--- src/rtl/multicycle_control.sv ---
// Control FSM for the shared multicycle RISC-V datapath.
// It steps each instruction through fetch, decode, execute, memory and writeback.
// Memory accesses stall on a ready handshake.
// Unsupported opcodes send the FSM to a sticky trap state that only reset leaves.
// Optional feature: define CYCLE_COUNT_EN to add the oCycles/oInstret performance counters.
module multicycle_control #(
  parameter int unsigned OPW = 7
) (
  input  logic           iCLK,
  input  logic           iRST_n,
  input  logic [OPW-1:0] iOPCODE,
  input  logic           iZero,
  input  logic           iMemReady,
  output logic           oPCWrite,
  output logic           oIRWrite,
  output logic           oIorD,
  output logic           oMemRead,
  output logic           oMemWrite,
  output logic           oRegWrite,
  output logic [1:0]     oALUSrcA,
  output logic [1:0]     oALUSrcB,
  output logic [1:0]     oALUOp,
  output logic [1:0]     oMemtoReg,
  output logic           oPCSource,
  output logic           oIllegal
`ifdef CYCLE_COUNT_EN
  ,
  output logic [31:0]    oCycles,
  output logic [31:0]    oInstret
`endif
);

  localparam logic [OPW-1:0] OpRtype  = OPW'(7'b0110011);
  localparam logic [OPW-1:0] OpOpimm  = OPW'(7'b0010011);
  localparam logic [OPW-1:0] OpLoad   = OPW'(7'b0000011);
  localparam logic [OPW-1:0] OpStore  = OPW'(7'b0100011);
  localparam logic [OPW-1:0] OpBranch = OPW'(7'b1100011);
  localparam logic [OPW-1:0] OpJal    = OPW'(7'b1101111);

  typedef enum logic [3:0] {
    StIdle, StFetch, StDecode, StExecR, StExecI, StAluWb, StMemAdr,
    StMemRd, StMemWb, StMemWr, StBranch, StJal, StTrap
  } state_e;

  state_e state_q, state_d;

  // State register; reset drops straight back to idle, even mid-wait.
  always_ff @(posedge iCLK or negedge iRST_n) begin
    if (!iRST_n) state_q <= StIdle;
    else         state_q <= state_d;
  end

  // Next-state and Moore outputs; only IRWrite/PCWrite look at iMemReady/iZero.
  always_comb begin
    state_d   = state_q;
    oPCWrite  = 1'b0;
    oIRWrite  = 1'b0;
    oIorD     = 1'b0;
    oMemRead  = 1'b0;
    oMemWrite = 1'b0;
    oRegWrite = 1'b0;
    oALUSrcA  = 2'b00;
    oALUSrcB  = 2'b00;
    oALUOp    = 2'b00;
    oMemtoReg = 2'b00;
    oPCSource = 1'b0;
    oIllegal  = 1'b0;
    unique case (state_q)
      StIdle: state_d = StFetch;
      StFetch: begin
        oMemRead = 1'b1;
        oALUSrcB = 2'b01;
        if (iMemReady) begin
          oIRWrite = 1'b1;
          oPCWrite = 1'b1;
          state_d  = StDecode;
        end
      end
      StDecode: begin
        // Precompute branch/jump target from the old PC into ALUOut.
        oALUSrcA = 2'b10;
        oALUSrcB = 2'b10;
        if (iOPCODE == OpRtype)                              state_d = StExecR;
        else if (iOPCODE == OpOpimm)                         state_d = StExecI;
        else if (iOPCODE == OpLoad || iOPCODE == OpStore)    state_d = StMemAdr;
        else if (iOPCODE == OpBranch)                        state_d = StBranch;
        else if (iOPCODE == OpJal)                           state_d = StJal;
        else                                                 state_d = StTrap;
      end
      StExecR: begin
        oALUSrcA = 2'b01;
        oALUOp   = 2'b10;
        state_d  = StAluWb;
      end
      StExecI: begin
        oALUSrcA = 2'b01;
        oALUSrcB = 2'b10;
        oALUOp   = 2'b10;
        state_d  = StAluWb;
      end
      StAluWb: begin
        oRegWrite = 1'b1;
        state_d   = StFetch;
      end
      StMemAdr: begin
        oALUSrcA = 2'b01;
        oALUSrcB = 2'b10;
        state_d  = (iOPCODE == OpStore) ? StMemWr : StMemRd;
      end
      StMemRd: begin
        oIorD    = 1'b1;
        oMemRead = 1'b1;
        if (iMemReady) state_d = StMemWb;
      end
      StMemWb: begin
        oRegWrite = 1'b1;
        oMemtoReg = 2'b01;
        state_d   = StFetch;
      end
      StMemWr: begin
        oIorD     = 1'b1;
        oMemWrite = 1'b1;
        if (iMemReady) state_d = StFetch;
      end
      StBranch: begin
        oALUSrcA  = 2'b01;
        oALUOp    = 2'b01;
        oPCSource = 1'b1;
        oPCWrite  = iZero;
        state_d   = StFetch;
      end
      StJal: begin
        // PC already holds PC+4 from fetch; that is the link value.
        oRegWrite = 1'b1;
        oMemtoReg = 2'b10;
        oPCSource = 1'b1;
        oPCWrite  = 1'b1;
        state_d   = StFetch;
      end
      StTrap: oIllegal = 1'b1;
      default: state_d = StIdle;
    endcase
  end

`ifdef CYCLE_COUNT_EN
  logic retire;
  assign retire = (state_d == StFetch) &&
                  (state_q inside {StAluWb, StMemWb, StMemWr, StBranch, StJal});

  // Performance counters; both wrap naturally at 2^32.
  always_ff @(posedge iCLK or negedge iRST_n) begin
    if (!iRST_n) begin
      oCycles  <= 32'd0;
      oInstret <= 32'd0;
    end else begin
      if (state_q != StIdle && state_q != StTrap) oCycles <= oCycles + 32'd1;
      if (retire) oInstret <= oInstret + 32'd1;
    end
  end
`endif

endmodule

--- config.mk ---
export PLATFORM = sky130hd
export DESIGN_NAME = multicycle_control
export DESIGN_NICKNAME = d
export VERILOG_FILES = /design/src/rtl/multicycle_control.sv
export SDC_FILE = /design/constraint.sdc
export NUM_CORES = 1
export LEC_CHECK = 0
export CAP_MARGIN = 20
export CORE_MARGIN = 2
export CORE_UTILIZATION = 35
export CTS_CLUSTER_DIAMETER = 60
export CTS_CLUSTER_SIZE = 28
export DETAILED_ROUTE_END_ITERATION = 8
export PLACE_DENSITY = 0.76
export RECOVER_POWER = 50
export SLEW_MARGIN = 25
export SYNTH_ARGS = -nofsm -noshare
export SYNTH_HDL_FRONTEND = slang
export SYNTH_SLANG_ARGS = --single-unit
--- constraint.sdc ---
create_clock -name iCLK -period 1.6 [get_ports iCLK]
set_clock_uncertainty 0.15 [all_clocks]
set_input_delay 0.16 -clock iCLK [delete_from_list [all_inputs] [get_ports iCLK]]
set_output_delay 0.16 -clock iCLK [all_outputs]
set_load 0.005 [all_outputs]
==> results of run 1 <==
## report_power, final
group          switching (uW)  internal (uW)  total, uW
clock network            51.6           84.6        136
registers                62.7            153        216
logic                     995           1190       2180
## final cells by class
class | instances | area (sq um)
multi-input cells | 70 | 554
clock buffers | 3 | 22.5
flip-flops and latches | 4 | 103
fillers | 54 | 115
repair buffers | 74 | 648
well taps | 16 | 20.0
inverters | 5 | 26.3
## final timing paths
path	start	end	slack, ns	cells past startpoint
setup reg to reg	state_q[1]	state_q[1]	-0.27	8
hold reg to reg	state_q[0]	state_q[2]	0.71	3
min in group asynchronous	iRST_n	state_q[1]	0.61	2
setup / recovery	state_q[1]	state_q[1]	-0.27	8
hold / removal	iOPCODE[0]	state_q[3]	0.58	5
max in group asynchronous	iRST_n	state_q[3]	0.47	2
## critical path: stages, from the launching register on
cell,delay [ns]
dfrtp_1,0.40
buf_6,0.14
buf_4,0.10
buf_6,0.09
nor4b_4,0.24
buf_4,0.18
nand4_1,0.08
o21a_1,0.22
a31oi_1,0.18
## cell families (layout without fill, tap and decap cells)
logic type | after synthesis | in the layout | share of synthesized area
xor gates and xnor gates | 1 | 1 | 0.0158
adders and majority gates | 1 | 1 | 0.0180
DFF | 4 | 4 | 0.180
AOI/OAI and AO/OA | 26 | 26 | 0.279
and+or+nand+nor | 42 | 42 | 0.437
buffers and inverters | 9 | 82 | 0.0698
## metal layers
| layer | share of wire | vias up |
|---|---|---|
| met5 | 0 | - |
| met4 | 0.072 | 0 |
| met3 | 0.068 | 33 |
| met2 | 0.48 | 76 |
| met1 | 0.38 | 462 |
| li1 | - | 450 |
## through the flow
step	power [uW]	cell area, sq um	instances	worst slack, ns	util
2_1_floorplan	771	558	83	0.0224	-
5_1_grt	2640	1370	172	-0.283	0.923
6_report	2540	1370	172	-0.265	0.923
3_3_place_gp	1510	1020	148	-0.245	0.686
3_5_place_dp	1520	1020	148	-0.291	0.686
4_1_cts	1970	1210	164	-0.245	0.811
## what timing repair did
| item | in CTS | in global routing |
|---|---|---|
| pin swaps | 14 | 15 |
| hold buffers | 1 | 0 |
| cloned | 0 | 1 |
| resized for setup | 88 | 40 |
| buffers inserted | 13 | 8 |
| endpoints found under the setup margin | 19 | 20 |
| hold endpoints to repair | 4 | 0 |
## cells in the final DEF (no fill, tap or decap), drive strengths merged
cell type and instances:
inv 5, clkbuf 7, o21a 2, clkdlybuf4s50 9, dfrtp 4, and4b 1, a211o 2, o21ai 10
nor2 9, maj3 1, and2b 1, and3 3, or3 1, nand2b 5, buf 59, a21oi 6
xor2 1, nand2 4, o31ai 1, and2 1, nand3 4, dlygate4sd3 2, or2 3, or4 1
o22ai 1, o211ai 2, a31oi 1, nor3 6, nand4 2, nor4b 1, a21o 1
==> flow_metrics.tcl, run 1 <==
set metrics [dict create \
    outcome "complete, but fails checks" \
    violations "negative setup slack" \
    irDropWorstVdd_mv 1.01 \
    grt-busiest-layer "met2" \
    first_pass_iters 4 \
    critPathKind "flop to flop" \
    slew_viol_final 0 \
    clk_pin_slew_ns 0.05 \
    die_x_um 43.8 \
    fin_hold_ws_ns 0.579 \
    cts.sinks 4 \
    worstPathRequired_ns 1.61 \
    cp_max_fo 4 \
    fp-row-count 14 \
    start_util 0.373 \
    core_sq_mm 0.00149 \
    startpoint_type "flop" \
    crit_arrival_ns 1.88 \
    gp_congestion 0.884 \
    clk_latency_ns 0.25 \
    synth-async-reset-ratio 1.00 \
    routed_via_density 5.94 \
    synth_edf_count 0 \
    hpwlAfterDp_mm 1.51 \
    ant_nets 0 \
    grt_pass1_wl_mm 4.26 \
    antenna_found_initial 0 \
    overflow 0 \
    clockRootBuffer "clkbuf_4" \
    grt_max_degree 10 \
    rsz0062_at_grt "true" \
    power_density_mw_per_mm2 1850 \
    ys_top_cells_by_count "o21ai_0, nor2_1, a21oi_1, nor3_1, nand2b_1" \
    synth_fp_nets 94 \
    synth-main-ff-cell "dfrtp_1" \
    top_regs "state_q (4)" \
    vias 1021 \
    fin_ws_ns -0.265 \
    cts_buffers 3 \
    fin_crit_sh 1.17 \
    drt_iter0_drc 48 \
    synth_seq_cells 4 \
    wl_per_cell_um 19.3 \
    max_freq_mhz 536 \
    ioPinCount 27 \
    globalRouteMet2Util 0.547 \
    hp-class "primary input to flop" \
    htree_num_levels 1 \
    use_met3 0.0500 \
    grt_use_total 0.306 \
    timing.final.crit_period_ns 1.87 \
    fp.dieH_um 43.8 \
    place.port_buffers 26 \
    synth_seq_area_share 0.180 \
    synth.area.top_cells "dfrtp_1, o21ai_0, nor2_1, nand2b_1, a21oi_1" \
    synthDistinctLibCells 32 \
    cts_max_path_buffers 2 \
    synth_most_common_cell "o21ai_0" \
    grt_pass1_vias 941 \
    top_register "state_q" \
    netlist_area_sq_um 556 \
    met1_usage 0.327 \
    dieArea_sq_mm 0.00192 \
    hold_viol_final 0 \
    drive_gt1_frac 0.635 \
    maxCapViolCount 0 \
    syn_to_final_growth_pct 147 \
    cp-end-kind "flop" \
    power.leakage_uw 0.000680 \
    synth_top_area_frac 0.180 \
    largest_reg_flops 4 \
    max_slew_margin 0.713 \
    antenna_cells 0 \
    setup-tns-final_ns -2.17 \
    yosysWarnings 0 \
    drc 0 \
    max_slew.worst_pin.slew_ns 0.427 \
    cts_tree "done" \
    yosysTopAreaCell "dfrtp_1" \
    layout.nets 169 \
    avgSynthCellArea_sq_um 6.69 \
    wl_mm 3.32 \
    syn_inst 83 \
    setup_violations 19 \
]
(Power assumes the default switching activity.)
==> run 2: changes to the inputs <==
Settings changed: CAP_MARGIN 20 to default, CORE_UTILIZATION 35 to 37, CTS_BUF_LIST from default to sky130_fd_sc_hd__clkbuf_4, PLACE_DENSITY 0.76 to 0.79.
==> run 2 against run 1 <==
Against the previous run: the flow now stops in global routing; area after synthesis is the same; synthesized cell count unchanged.
==> flow_metrics.tcl, run 2 <==
set metrics [dict create \
    outcome "stopped before the end" \
    stop_stage "global routing" \
    error "[ERROR DPL-0038] Utilization greater than 100%, impossible to legalize" \
    syn_inst 83 \
    synth_fp_nets 94 \
    cts_max_path_buffers 2 \
    synth_seq_cells 4 \
    fp.dieH_um 42.8 \
    cts_buffers 3 \
    synth_most_common_cell "o21ai_0" \
    synth-main-ff-cell "dfrtp_1" \
    grt_max_degree 9 \
    synth_edf_count 0 \
    fp-row-count 13 \
    die_x_um 42.8 \
    htree_num_levels 1 \
    ioPinCount 27 \
    start_util 0.411 \
    netlist_area_sq_um 556 \
    synth_seq_area_share 0.180 \
    placed_cell_area_sq_mm 0.00105 \
    pre_cts_slack_ns -0.305 \
    synth_top_area_frac 0.180 \
    hpwlAfterDp_mm 1.79 \
    synth-async-reset-ratio 1.00 \
    place.port_buffers 26 \
    crit_endpoint "state_q[1]$_DFFE_PN0P_/D" \
    synth.area.top_cells "dfrtp_1, o21ai_0, nor2_1, nand2b_1, a21oi_1" \
    avgSynthCellArea_sq_um 6.69 \
    worstEndpointType "sequential cell input" \
    yosysTopAreaCell "dfrtp_1" \
    ys_top_cells_by_count "o21ai_0, nor2_1, a21oi_1, nor3_1, nand2b_1" \
    clockRootBuffer "clkbuf_4" \
    placed_cells 151 \
    yosysWarnings 0 \
    gp_congestion 0.906 \
    synthDistinctLibCells 32 \
    cts.sinks 4 \
]
## run 2: cell counts after synthesis
No cell type changed its count.
## run 2: kinds of logic after synthesis
family | Yosys count | share of synthesized area
and+or+nand+nor | 42 | 0.437
DFF | 4 | 0.180
xor gates and xnor gates | 1 | 0.0158
AOI/OAI and AO/OA | 26 | 0.279
adders and majority gates | 1 | 0.0180
buffers and inverters | 9 | 0.0698
## run 2: stage by stage
stage / setup TNS [ns] / hold WS [ns]
floorplan: 0 / -0.286
global placement: -2.82 / 0.233
detailed placement: -3.31 / 0.234
CTS: -0.952 / 0.521
## run 2: timing repair
item	4_1_cts
endpoints found under the hold margin	4
endpoints found under the setup margin	19
buffers inserted	11
pin swaps	13
resized for setup	97
hold buffers	1
==> run 3: changes to the inputs <==
Settings changed: CORE_AREA from default to 2 2 63 65, CORE_MARGIN 2 to default, CORE_UTILIZATION 37 to default, CTS_BUF_LIST sky130_fd_sc_hd__clkbuf_4 to default, CTS_CLUSTER_DIAMETER 60 to default, CTS_CLUSTER_SIZE 28 to default, DIE_AREA from default to 0 0 65 67, PLACE_DENSITY 0.79 to default, PLACE_DENSITY_LB_ADDON from default to 0.15.
Clock period 1.6 ns to 2.1 ns, I/O delays scaled along.
==> run 3 against run 2 <==
Against the previous run: the run now ends clean.
==> flow_metrics.tcl, run 3 (synthesis results as in run 1) <==
set metrics [dict create \
    reg2regPathDepth 6 \
    top_regs "state_q (4)" \
    fin_crit_sh 0.965 \
    drive_gt1_frac 0.248 \
    syn_to_final_growth_pct 87.8 \
    cts_max_path_buffers 2 \
    wl_mm 2.09 \
    vias 750 \
    grt_pass1_vias 724 \
    largest_reg_flops 4 \
    setup_violations 0 \
    critPathKind "flop to output pin" \
    outcome "finished, final reports clean" \
    layout.nets 134 \
    cp-end-kind "output pin" \
    core_sq_mm 0.00361 \
    start_util 0.154 \
    drt_iter0_drc 31 \
    max_slew_margin 0.791 \
    rrSetupSlack_ns 0.27 \
    power.leakage_uw 0.000471 \
    max_freq_mhz 493 \
    postCtsHoldBufs 0 \
    grt_max_degree 10 \
    clk_pin_slew_ns 0.03 \
    routed_via_density 4.44 \
    gp_congestion 0.768 \
    cts.sinks 4 \
    htree_num_levels 1 \
    hpwlAfterDp_mm 1.66 \
    grt_pass1_wl_mm 3.34 \
    startpoint_type "flop" \
    fin_hold_ws_ns 0.113 \
    r2r_start "state_q[0]" \
    cts_buffers 3 \
    clk_latency_ns 0.22 \
    hp-class "primary input to async pin" \
    irDropWorstVdd_mv 0.210 \
    slew_viol_final 0 \
    ioPinCount 27 \
    wl_per_cell_um 12.3 \
    fp-row-count 22 \
    setup-tns-final_ns 0 \
    maxCapViolCount 0 \
    die_x_um 65 \
    overflow 0 \
    fp.dieH_um 67 \
    ant_nets 0 \
    final_core_util 0.289 \
    n_fill_cell 409 \
    dieArea_sq_mm 0.00436 \
    worstPathRequired_ns 1.74 \
    drc 0 \
    top_register "state_q" \
    timing.final.crit_period_ns 2.03 \
    antenna_cells 0 \
    grt_use_total 0.100 \
    first_pass_iters 5 \
    antenna_found_initial 0 \
    crit_arrival_ns 1.67 \
    max_slew.worst_pin.slew_ns 0.312 \
    mostFrequentLayoutCell "clkdlybuf4s50_1" \
    reg2reg_to "state_q[1]" \
    mostFrequentLayoutCells "clkdlybuf4s50_1, buf_4, o21ai_0" \
    clockRootBuffer "clkbuf_8" \
    hold_viol_final 0 \
    cp_max_fo 5 \
    cts_tree "done" \
    power_density_mw_per_mm2 1230 \
    place.port_buffers 26 \
]
run 3: worst max-delay path, stage by stage, from the launching register on:
cell	delay (ns)
dfrtp_1	0.42
or2_4	0.27
nor2_2	0.12
and2_4	0.15
clkdlybuf4s50_1	0.49
run 3: through the flow:
step	total power, uW	area [sq um]	setup slack, ns	std cells
after global routing	1380	1040	-0.00229	169
after CTS	1200	977	-0.0727	166
after floorplan	581	556	0.443	83
after detailed placement	1020	931	0.134	163
final	1280	1040	0.0732	169
after global placement	1040	931	0.129	163
run 3: worst max-delay path by stage:
stage                     startpoint  endpoint  depth (start not counted)  slack (ns)
after floorplan           state_q[2]  oPCWrite                          5        0.44
after global placement    state_q[2]  oPCWrite                          5        0.13
after detailed placement  state_q[2]  oPCWrite                          5        0.13
after CTS                 state_q[2]  oPCWrite                          5       -0.07
after global routing      state_q[2]     oIorD                          6      -0.002
final                     state_q[2]  oIRWrite                          4        0.07
run 3: metal layers:
layer / part of all wire / routed length [um] / global-route usage
met2: 0.48 / 1010 / 0.170
met5: 0 / 0 / 0
met4: 0 / 0 / 0.0160
met3: 0.061 / 128 / 0.0405
met1: 0.45 / 948 / 0.120
run 3: power breakdown:
group / switching (uW) / total (uW) / internal [uW]
Combinational: 413 / 939 / 527
Sequential: 60.7 / 177 / 117
Clock: 41.7 / 164 / 122
run 3: final cells by class:
cell class	count	area (sq um)	share of cell area
multi-input cells	70	449	0.430
repair buffers	39	372	0.356
flip-flops and latches	4	103	0.0983
well taps	48	60.1	0.0576
clock buffers	3	41.3	0.0396
inverters	5	18.8	0.0180
run 3: repair_timing:
| item | CTS | global route |
|---|---|---|
| resized for setup | 4 | 14 |
| pin swaps | 0 | 1 |
| setup buffers | 0 | 3 |
| setup endpoints to repair | 5 | 10 |
==> run 4: changes to the inputs <==
Settings changed: PLACE_DENSITY from default to 0.33, PLACE_DENSITY_LB_ADDON 0.15 to default.
==> run 4 against run 3 <==
Against the previous run: global-route usage up 0.17 points; sequential power down 3%; critical endpoint is now oALUOp[0]; non-clock buffer count up 3; first-iteration DRC count down 71%; setup slack better by 0.022 ns; die area unchanged; sequential cell count unchanged; wire length up 1.3%; register-to-register slack worse by 0.10 ns; hold slack better by 0.0038 ns; via count up 0.40%.
==> flow_metrics.tcl, run 4 (synthesis results as in run 1) <==
set metrics [dict create \
    outcome "finished, final reports clean" \
    p_int_uw 767 \
    max_slew_margin 0.794 \
    grt_max_degree 10 \
    hp-class "primary input to async pin" \
    wl_mm 2.11 \
    power_density_mw_per_mm2 1230 \
    stdcell_count 172 \
    top_register "state_q" \
    start_util 0.154 \
    rrSetupSlack_ns 0.17 \
    hold_viol_final 0 \
    mostFrequentLayoutCells "clkdlybuf4s50_1, buf_4, o21ai_0" \
    max_freq_mhz 499 \
    power_frac_clock 0.130 \
    power.leakage_uw 0.000462 \
    switching_share 0.396 \
    core_sq_mm 0.00361 \
    combPwrFrac 0.736 \
    cts_max_path_buffers 2 \
    hpwlAfterDp_mm 1.77 \
    gp_congestion 0.741 \
    final_area_sq_mm 0.00103 \
    max_slew.worst_pin.slew_ns 0.306 \
    die_x_um 65 \
    placed_cells 166 \
    cp-end-kind "output pin" \
    cts_tree "done" \
    htree_num_levels 1 \
    antenna_cells 0 \
    grt_use_total 0.102 \
    critPathKind "flop to output pin" \
    first_pass_iters 4 \
    largest_reg_flops 4 \
    clockRootBuffer "clkbuf_8" \
    irDropWorstVdd_mv 0.240 \
    crit_arrival_ns 1.64 \
    postCtsHoldBufs 0 \
    fp-row-count 22 \
    syn_to_final_growth_pct 86.0 \
    cts_buffers 3 \
    vias 753 \
    wl_per_cell_um 12.3 \
    overflow 0 \
    final_core_util 0.287 \
    clk_latency_ns 0.22 \
    timing.final.crit_period_ns 2.00 \
    drc 0 \
    place.port_buffers 26 \
    drive_gt1_frac 0.234 \
    routed_via_density 4.38 \
    fp.dieH_um 67 \
    clk_pin_slew_ns 0.03 \
    mostFrequentLayoutCell "clkdlybuf4s50_1" \
    dieArea_sq_mm 0.00436 \
    r2r_start "state_q[2]" \
    reg2regPathDepth 7 \
    cp_max_fo 5 \
    n_fill_cell 408 \
    setup_violations 0 \
    layout.nets 137 \
    rsz0062_at_grt "false" \
    drt_iter0_drc 9 \
    power.switching_uw 503 \
    slew_viol_final 0 \
    grt_pass1_vias 752 \
    ant_nets 0 \
    reg2reg_to "state_q[1]" \
    fin_crit_sh 0.955 \
    grt_pass1_wl_mm 3.38 \
    worstPathRequired_ns 1.74 \
    maxCapViolCount 0 \
    top_regs "state_q (4)" \
    startpoint_type "flop" \
    cts.sinks 4 \
    placed_cell_area_sq_um 953 \
    p_seq_frac 0.135 \
    antenna_found_initial 0 \
    ioPinCount 27 \
]
==> run 4: cell count changes in the layout (fill, tap and decap cells not counted), moves of 2 or more <==
cell,delta
buf_4,+3
nand2_1,+2
nand2_2,-2
nor2_2,-2
==> run 4: per-stage QoR <==
step           hold slack [ns]  setup slack [ns]  power, uW  TNS [ns]
2_1_floorplan           -0.236             0.443        581         0
3_3_place_gp             0.283             0.139       1070         0
3_5_place_dp             0.280             0.139       1070         0
4_1_cts                 0.0469           -0.0614       1250   -0.0614
5_1_grt                  0.127           0.00418       1390         0
6_report                 0.117            0.0951       1270         0
==> run 4: per-layer routing <==
layer / vias to the layer above / wire [um] / global-route usage
met5: - / 0 / 0
li1: 386 / - / -
met4: 0 / 35 / 0.0559
met1: 335 / 941 / 0.117
met3: 4 / 109 / 0.0152
met2: 28 / 1030 / 0.180
==> run 4: critical path, cell delays in order, from the launching register on <==
cell,delay (ns)
dfrtp_1,0.41
nand2b_1,0.18
or2_4,0.24
nor2_1,0.09
clkdlybuf4s50_1,0.50
==> run 4: power by group through the flow <==
stage	combinational [uW]	clock [uW]	sequential, uW
finish	934	164	171
global route	1040	177	176
CTS	914	168	168
detailed placement	904	0	165
global placement	902	0	166
floorplan	435	0	146
==> run 4: worst max path at each step <==
stage / start / to / slack [ns]
floorplan: state_q[2] / oPCWrite / 0.44
global placement: state_q[1] / oALUSrcA[0] / 0.14
detailed placement: state_q[2] / oPCWrite / 0.14
CTS: state_q[2] / oPCWrite / -0.06
global route: state_q[2] / oMemtoReg[0] / 0.004
finish: state_q[2] / oALUOp[0] / 0.1
==> run 4: cell type report <==
| class | instances | area, sq um | share of cell area |
|---|---|---|---|
| Inverter | 5 | 18.8 | 0.0182 |
| Multi-Input combinational cell | 70 | 428 | 0.414 |
| Timing Repair Buffer | 42 | 383 | 0.370 |
| Clock buffer | 3 | 41.3 | 0.0400 |
| Tap cell | 48 | 60.1 | 0.0581 |
| Sequential cell | 4 | 103 | 0.0993 |
==> run 4: repair_timing <==
action / in CTS / in global routing
pin swaps: 0 / 1
resized for setup: 7 / 10
setup endpoints to repair: 5 / 5
setup buffers: 0 / 3
